===== config.mk =====
export PLATFORM = sky130hd
export DESIGN_NAME = mem_stage
export DESIGN_NICKNAME = d
export VERILOG_FILES = /design/src/rtl/cpu_pkg.sv /design/src/rtl/data_ram.sv /design/src/rtl/mem_stage.sv
export SDC_FILE = /design/constraint.sdc
export NUM_CORES = 1
export LEC_CHECK = 0
export ABC_CLOCK_PERIOD_IN_PS = 3200
export BUFFER_PORTS_ARGS = -buffer_cell sky130_fd_sc_hd__buf_2
export CAP_MARGIN = 25
export CORE_ASPECT_RATIO = 1.4
export CORE_MARGIN = 4
export CORE_UTILIZATION = 37
export CTS_BUF_LIST = sky130_fd_sc_hd__clkbuf_8
export CTS_CLUSTER_SIZE = 28
export DETAILED_ROUTE_END_ITERATION = 6
export PLACE_DENSITY = 0.59
export SLEW_MARGIN = 0
export SYNTH_ARGS = -nofsm -noshare
export SYNTH_HDL_FRONTEND = slang
export SYNTH_SLANG_ARGS = --single-unit

===== constraint.sdc =====
create_clock -name clk -period 3.2 [get_ports clk]
set_input_delay 0.16 -clock clk [delete_from_list [all_inputs] [get_ports clk]]
set_output_delay 0.16 -clock clk [all_outputs]
set_load 0.01 [all_outputs]

===== src/rtl/cpu_pkg.sv =====
// Shared CPU definitions: opcodes, default datapath width and the memory-stage FSM state type.
package cpu_pkg;

  localparam int DW_DEFAULT = 16;

  localparam logic [3:0] OP_LOAD  = 4'b1010;
  localparam logic [3:0] OP_STORE = 4'b1011;
  localparam logic [3:0] OP_NOP   = 4'b1111;

  typedef enum logic {
    IDLE      = 1'b0,
    LOAD_WAIT = 1'b1
  } state_t;

  // Every opcode other than STORE and NOP writes its result to the register bank.
  function automatic logic op_writes_reg(input logic [3:0] op);
    return (op != OP_STORE) && (op != OP_NOP);
  endfunction

endpackage


===== src/rtl/data_ram.sv =====
// Single-port data memory: synchronous write, registered read, DEPTH x DW, contents never reset.
module data_ram
  import cpu_pkg::*;
#(
  parameter int DW    = DW_DEFAULT,
  parameter int DEPTH = 32,
  parameter int AW    = $clog2(DEPTH)
) (
  input  logic          clk,
  input  logic          we_i,
  input  logic          re_i,
  input  logic [AW-1:0] addr_i,
  input  logic [DW-1:0] wdata_i,
  output logic [DW-1:0] rdata_o
);

  logic [DW-1:0] mem_q [DEPTH];
  logic [DW-1:0] rdata_q;

  always_ff @(posedge clk) begin
    if (we_i) mem_q[addr_i] <= wdata_i;
    if (re_i) rdata_q <= mem_q[addr_i];
  end

  assign rdata_o = rdata_q;

endmodule


===== src/rtl/mem_stage.sv =====
// Memory pipeline stage: ALU pass-through, STORE/LOAD to data_ram, one-beat writeback register with backpressure.
// Optional operand-bypass outputs fwd_* are built when MEM_STAGE_FWD_EN is defined.
module mem_stage
  import cpu_pkg::*;
#(
  parameter int DW    = DW_DEFAULT,
  parameter int DEPTH = 32
) (
  input  logic          clk,
  input  logic          rst,
  input  logic          in_valid,
  output logic          in_ready,
  input  logic [3:0]    op,
  input  logic [2:0]    rd,
  input  logic [DW-1:0] alu_result,
  input  logic [DW-1:0] store_data,
  output logic          wb_valid,
  input  logic          wb_ready,
  output logic          wb_we,
  output logic [2:0]    wb_rd,
  output logic [DW-1:0] wb_data
`ifdef MEM_STAGE_FWD_EN
  ,
  output logic          fwd_valid,
  output logic [2:0]    fwd_rd,
  output logic [DW-1:0] fwd_data
`endif
);

  localparam int AW = $clog2(DEPTH);

  state_t        state_q;
  logic          wb_valid_q;
  logic          wb_we_q;
  logic [2:0]    wb_rd_q;
  logic [DW-1:0] wb_data_q;
  logic [2:0]    ld_rd_q;
  logic [DW-1:0] rd_word;
  logic          accept;
  logic          ram_we;
  logic          ram_re;

  assign in_ready = (state_q == IDLE) && (!wb_valid_q || wb_ready);
  // Gate with rst so nothing presented during reset reaches the memory.
  assign accept   = in_valid && in_ready && !rst;
  assign ram_we   = accept && (op == OP_STORE);
  assign ram_re   = accept && (op == OP_LOAD);

  data_ram #(
    .DW    (DW),
    .DEPTH (DEPTH),
    .AW    (AW)
  ) u_data_ram (
    .clk     (clk),
    .we_i    (ram_we),
    .re_i    (ram_re),
    .addr_i  (alu_result[AW-1:0]),
    .wdata_i (store_data),
    .rdata_o (rd_word)
  );

  always_ff @(posedge clk) begin
    if (ram_re) ld_rd_q <= rd;
  end

  always_ff @(posedge clk or posedge rst) begin
    if (rst) begin
      state_q    <= IDLE;
      wb_valid_q <= 1'b0;
      wb_we_q    <= 1'b0;
      wb_rd_q    <= 3'd0;
      wb_data_q  <= '0;
    end else begin
      case (state_q)
        IDLE: begin
          if (accept) begin
            if (op == OP_LOAD) begin
              // Any previous beat is being consumed this edge; the load beat follows next cycle.
              state_q    <= LOAD_WAIT;
              wb_valid_q <= 1'b0;
            end else begin
              wb_valid_q <= 1'b1;
              wb_we_q    <= op_writes_reg(op);
              wb_rd_q    <= rd;
              wb_data_q  <= alu_result;
            end
          end else if (wb_ready) begin
            wb_valid_q <= 1'b0;
          end
        end
        LOAD_WAIT: begin
          state_q    <= IDLE;
          wb_valid_q <= 1'b1;
          wb_we_q    <= 1'b1;
          wb_rd_q    <= ld_rd_q;
          wb_data_q  <= rd_word;
        end
      endcase
    end
  end

  assign wb_valid = wb_valid_q;
  assign wb_we    = wb_we_q;
  assign wb_rd    = wb_rd_q;
  assign wb_data  = wb_data_q;

`ifdef MEM_STAGE_FWD_EN
  assign fwd_valid = wb_valid_q && wb_we_q;
  assign fwd_rd    = wb_rd_q;
  assign fwd_data  = wb_data_q;
`endif

endmodule


==> results.py <==
metrics = {
    "critical_path": {
        "path_max_fanout": 16,
        "end_kind": "flop",
        "cp_slowest_stage_delay_ns": 0.67,
        "critical_path_arrival_ns": 3.06,
        "slowest_stage": "nor4_2",
        "cp-start-kind": "flop",
        "crit_type": "reg -> reg",
        "worst-endpoint-required_ns": 3.53,
        "worstPathCellList": "nor2b_1 > nor4_2 > nand3_1 > nor2_1 > buf_4",
    },
    "detailed_routing": {
        "via_count": 11500,
        "drt_first_pass_iters": 5,
        "route.detailed.drc": 0,
        "wl_per_cell_um": 24.8,
        "drt_iter0_drc": 952,
        "finalWirelength_um": 54400,
        "drtAntennaViolNets": 0,
        "routed_via_density": 5.25,
    },
    "timing": {
        "finClkSkew_ns": 0.0345,
        "max_freq_mhz": 367,
        "fin_crit_ns": 2.73,
        "rsz0062_at_grt": "false",
        "relSlewSlack_pct": 43.0,
        "setup_viol": 0,
        "finalCritPeriodShare_pct": 85.2,
        "finalSetupTns_ns": 0,
        "worst_slew_pin_slew_ns": 0.854,
        "maxSlewViolCount": 0,
        "hold_viol_final": 0,
        "setup_slack_ns": 0.473,
    },
    "clocking": {
        "clk_path_buf_depth": 3,
        "clk_latency_ns": 0.67,
        "cts_setup_buffers": 0,
        "cts_resized": 0,
        "cts_tree": "yes",
        "numCtsBuffers": 84,
        "cts_hold_buf": 24,
        "cts_num_sinks": 553,
        "cts-root-buf": "clkbuf_8",
        "clk_pin_slew_ns": 0.07,
        "htreeDepth": 3,
    },
    "die": {
        "die_w_um": 211,
        "dieArea_um2": 61700,
        "design.core.area_um2": 57400,
        "die-height_um": 292,
        "ioPinCount": 65,
        "rows": 104,
        "initial_core_util_pct": 37.2,
    },
    "place": {
        "dp_hpwl_um": 34200,
        "pre_cts_ws_ns": 0.531,
        "port_buffers": 64,
        "gp_congestion": 0.893,
    },
    "global_routing": {
        "grt_pass1_vias": 11600,
        "grt_pass1_wl_um": 78000,
        "grt_overflow_total": 0,
        "track_usage_pct": 17.3,
        "antenna_found_initial": 2,
        "grt_max_degree": 54,
    },
    "synthesis": {
        "synth.avg_cell_area_um2": 17.6,
        "yosysSeqAreaShare_pct": 77.2,
        "synth_top_area_share_pct": 74.6,
        "yosys.area.top_type": "edfxtp_1",
        "async_flop_share_pct": 3.98,
        "synth_ff_type": "edfxtp_1",
        "yosysWarnings": 0,
        "synthTopCellsByArea": "edfxtp_1 75%, mux2i_1 12%, o22ai_1 3.7%",
        "synth_nets": 1254,
        "ys_ff_latch": 553,
        "synth_edf_count": 531,
        "synth.distinct_cells": 34,
        "synth.top_cells.by_count": "531 x edfxtp_1, 256 x mux2i_1, 127 x o22ai_1",
        "yosysMostFrequentCell": "edfxtp_1",
        "netlist_instances": 1211,
        "syn-cell-area_um2": 21400,
    },
    "hold_path": {
        "hold_path.class": "in -> reg",
    },
    "finish": {
        "ff_latch_area_um2": 16500,
        "layout-drive-gt1-share_pct": 17.9,
        "area_growth_syn_to_layout_pct": 16.0,
        "fillers": 4969,
        "multi_input_area_um2": 4450,
        "design.final.nets": 1430,
    },
    "status": {
        "status": "finished, final reports clean",
    },
    "power_and_ir_drop": {
        "power.internal_mw": 11.3,
        "ir_drop_mv": 0.285,
        "comb_power_share_pct": 5.4,
        "p_per_area_nw_per_um2": 586,
        "p_switching_mw": 3.22,
        "power.leakage_nw": 8.81,
        "swShare_pct": 22.2,
        "p_seq_share_pct": 55.2,
        "p_clk_share_pct": 39.4,
    },
    "run": {
        "maxCapViolCount": 0,
    },
}
-- power groups by stage --
| stage | logic (mW) | registers [mW] | clock network (mW) |
|---|---|---|---|
| global placement | 0.758 | 8.17 | 0 |
| global route | 0.836 | 8.02 | 6.22 |
| floorplan | 0.360 | 8.19 | 0 |
| finish | 0.783 | 8.02 | 5.71 |
| detailed placement | 0.768 | 8.17 | 0 |
| CTS | 0.790 | 8.02 | 5.87 |
-- metrics by stage --
stage          hold WS [ns]  utilization [%]  cells  area, um^2  power [mW]
3_5_place_dp          0.361             39.9   2019       22900        8.94
4_1_cts              0.0511             43.2   2192       24800        14.7
5_1_grt              0.0983             43.2   2193       24800        15.1
2_1_floorplan         0.149                -   1211       21400        8.55
3_3_place_gp          0.356             39.9   2019       22900        8.93
6_report             0.0874             43.2   2194       24800        14.5
-- worst max-delay path: cells and delay by family, from the launching register on --
kind | cells | cell delay, ns
simple gates | 4 | 1.70
flops | 1 | 0.37
buf+inv | 1 | 0.30
-- cells by family (layout without fill, tap and decap cells) --
family	count (synthesis)	in the layout	share of synthesized area (%)
buf+inv	95	334	2.14
compound gates	148	148	4.59
flops	553	553	77.2
mux	256	256	12.0
simple gates	159	159	4.06
other cells	0	2	0
-- cells in the final DEF (no fill, tap or decap), types with 4 or more instances in the layout --
master	instances
edfxtp_1	531
mux2i_1	256
o22ai_1	127
clkbuf_8	87
buf_4	73
buf_2	63
nand2_1	56
inv_1	48
nor4_1	33
nor2_1	31
dlygate4sd3_1	24
dfrtp_1	22
o311ai_0	16
clkinv_1	13
clkinv_2	8
nand4bb_1	7
bufinv_16	6
nand4b_1	5
nand3b_1	4
nor3_2	4
buf_12	4
-- cell type report --
cell class	instances	area share, %
Tap cell	742	3.75
Antenna cell	2	0.0202
Clock buffer	87	4.83
Inverter	20	0.303
Multi-Input combinational cell	563	17.9
Sequential cell	553	66.6
Timing Repair Buffer	165	4.84
Clock inverter	62	1.77
-- worst paths after layout --
check	end	depth (start not counted)	start	slack [ns]
setup / recovery	u_data_ram.mem_q[31][6]	5	wb_valid	0.47
setup reg to reg	u_data_ram.mem_q[31][6]	5	wb_valid	0.47
hold / removal	u_data_ram.mem_q[22][14]	1	store_data[14]	0.09
min in group asynchronous	wb_data[6]	3	rst	0.23
hold reg to reg	wb_data[7]	2	u_data_ram.rdata_o[7]	0.47
max in group asynchronous	wb_data[3]	3	rst	2.43
-- state kept, by name, summed over array words and instances (netlist names) --
register / flops
wb_valid: 1
wb_data: 16
wb_rd: 3
u_data_ram.rdata_o: 16
ld_rd_q: 3
wb_we: 1
u_data_ram.mem_q: 512
state_q: 1
-- metal layers --
layer	vias up	track usage (%)	share of wire [%]
met2	393	31.6	54
met5	-	0	0
met4	0	5.63	2.5
met3	68	2.83	5.7
met1	5843	20.7	38
li1	5224	-	-
Power figures use the tool's default switching activity.
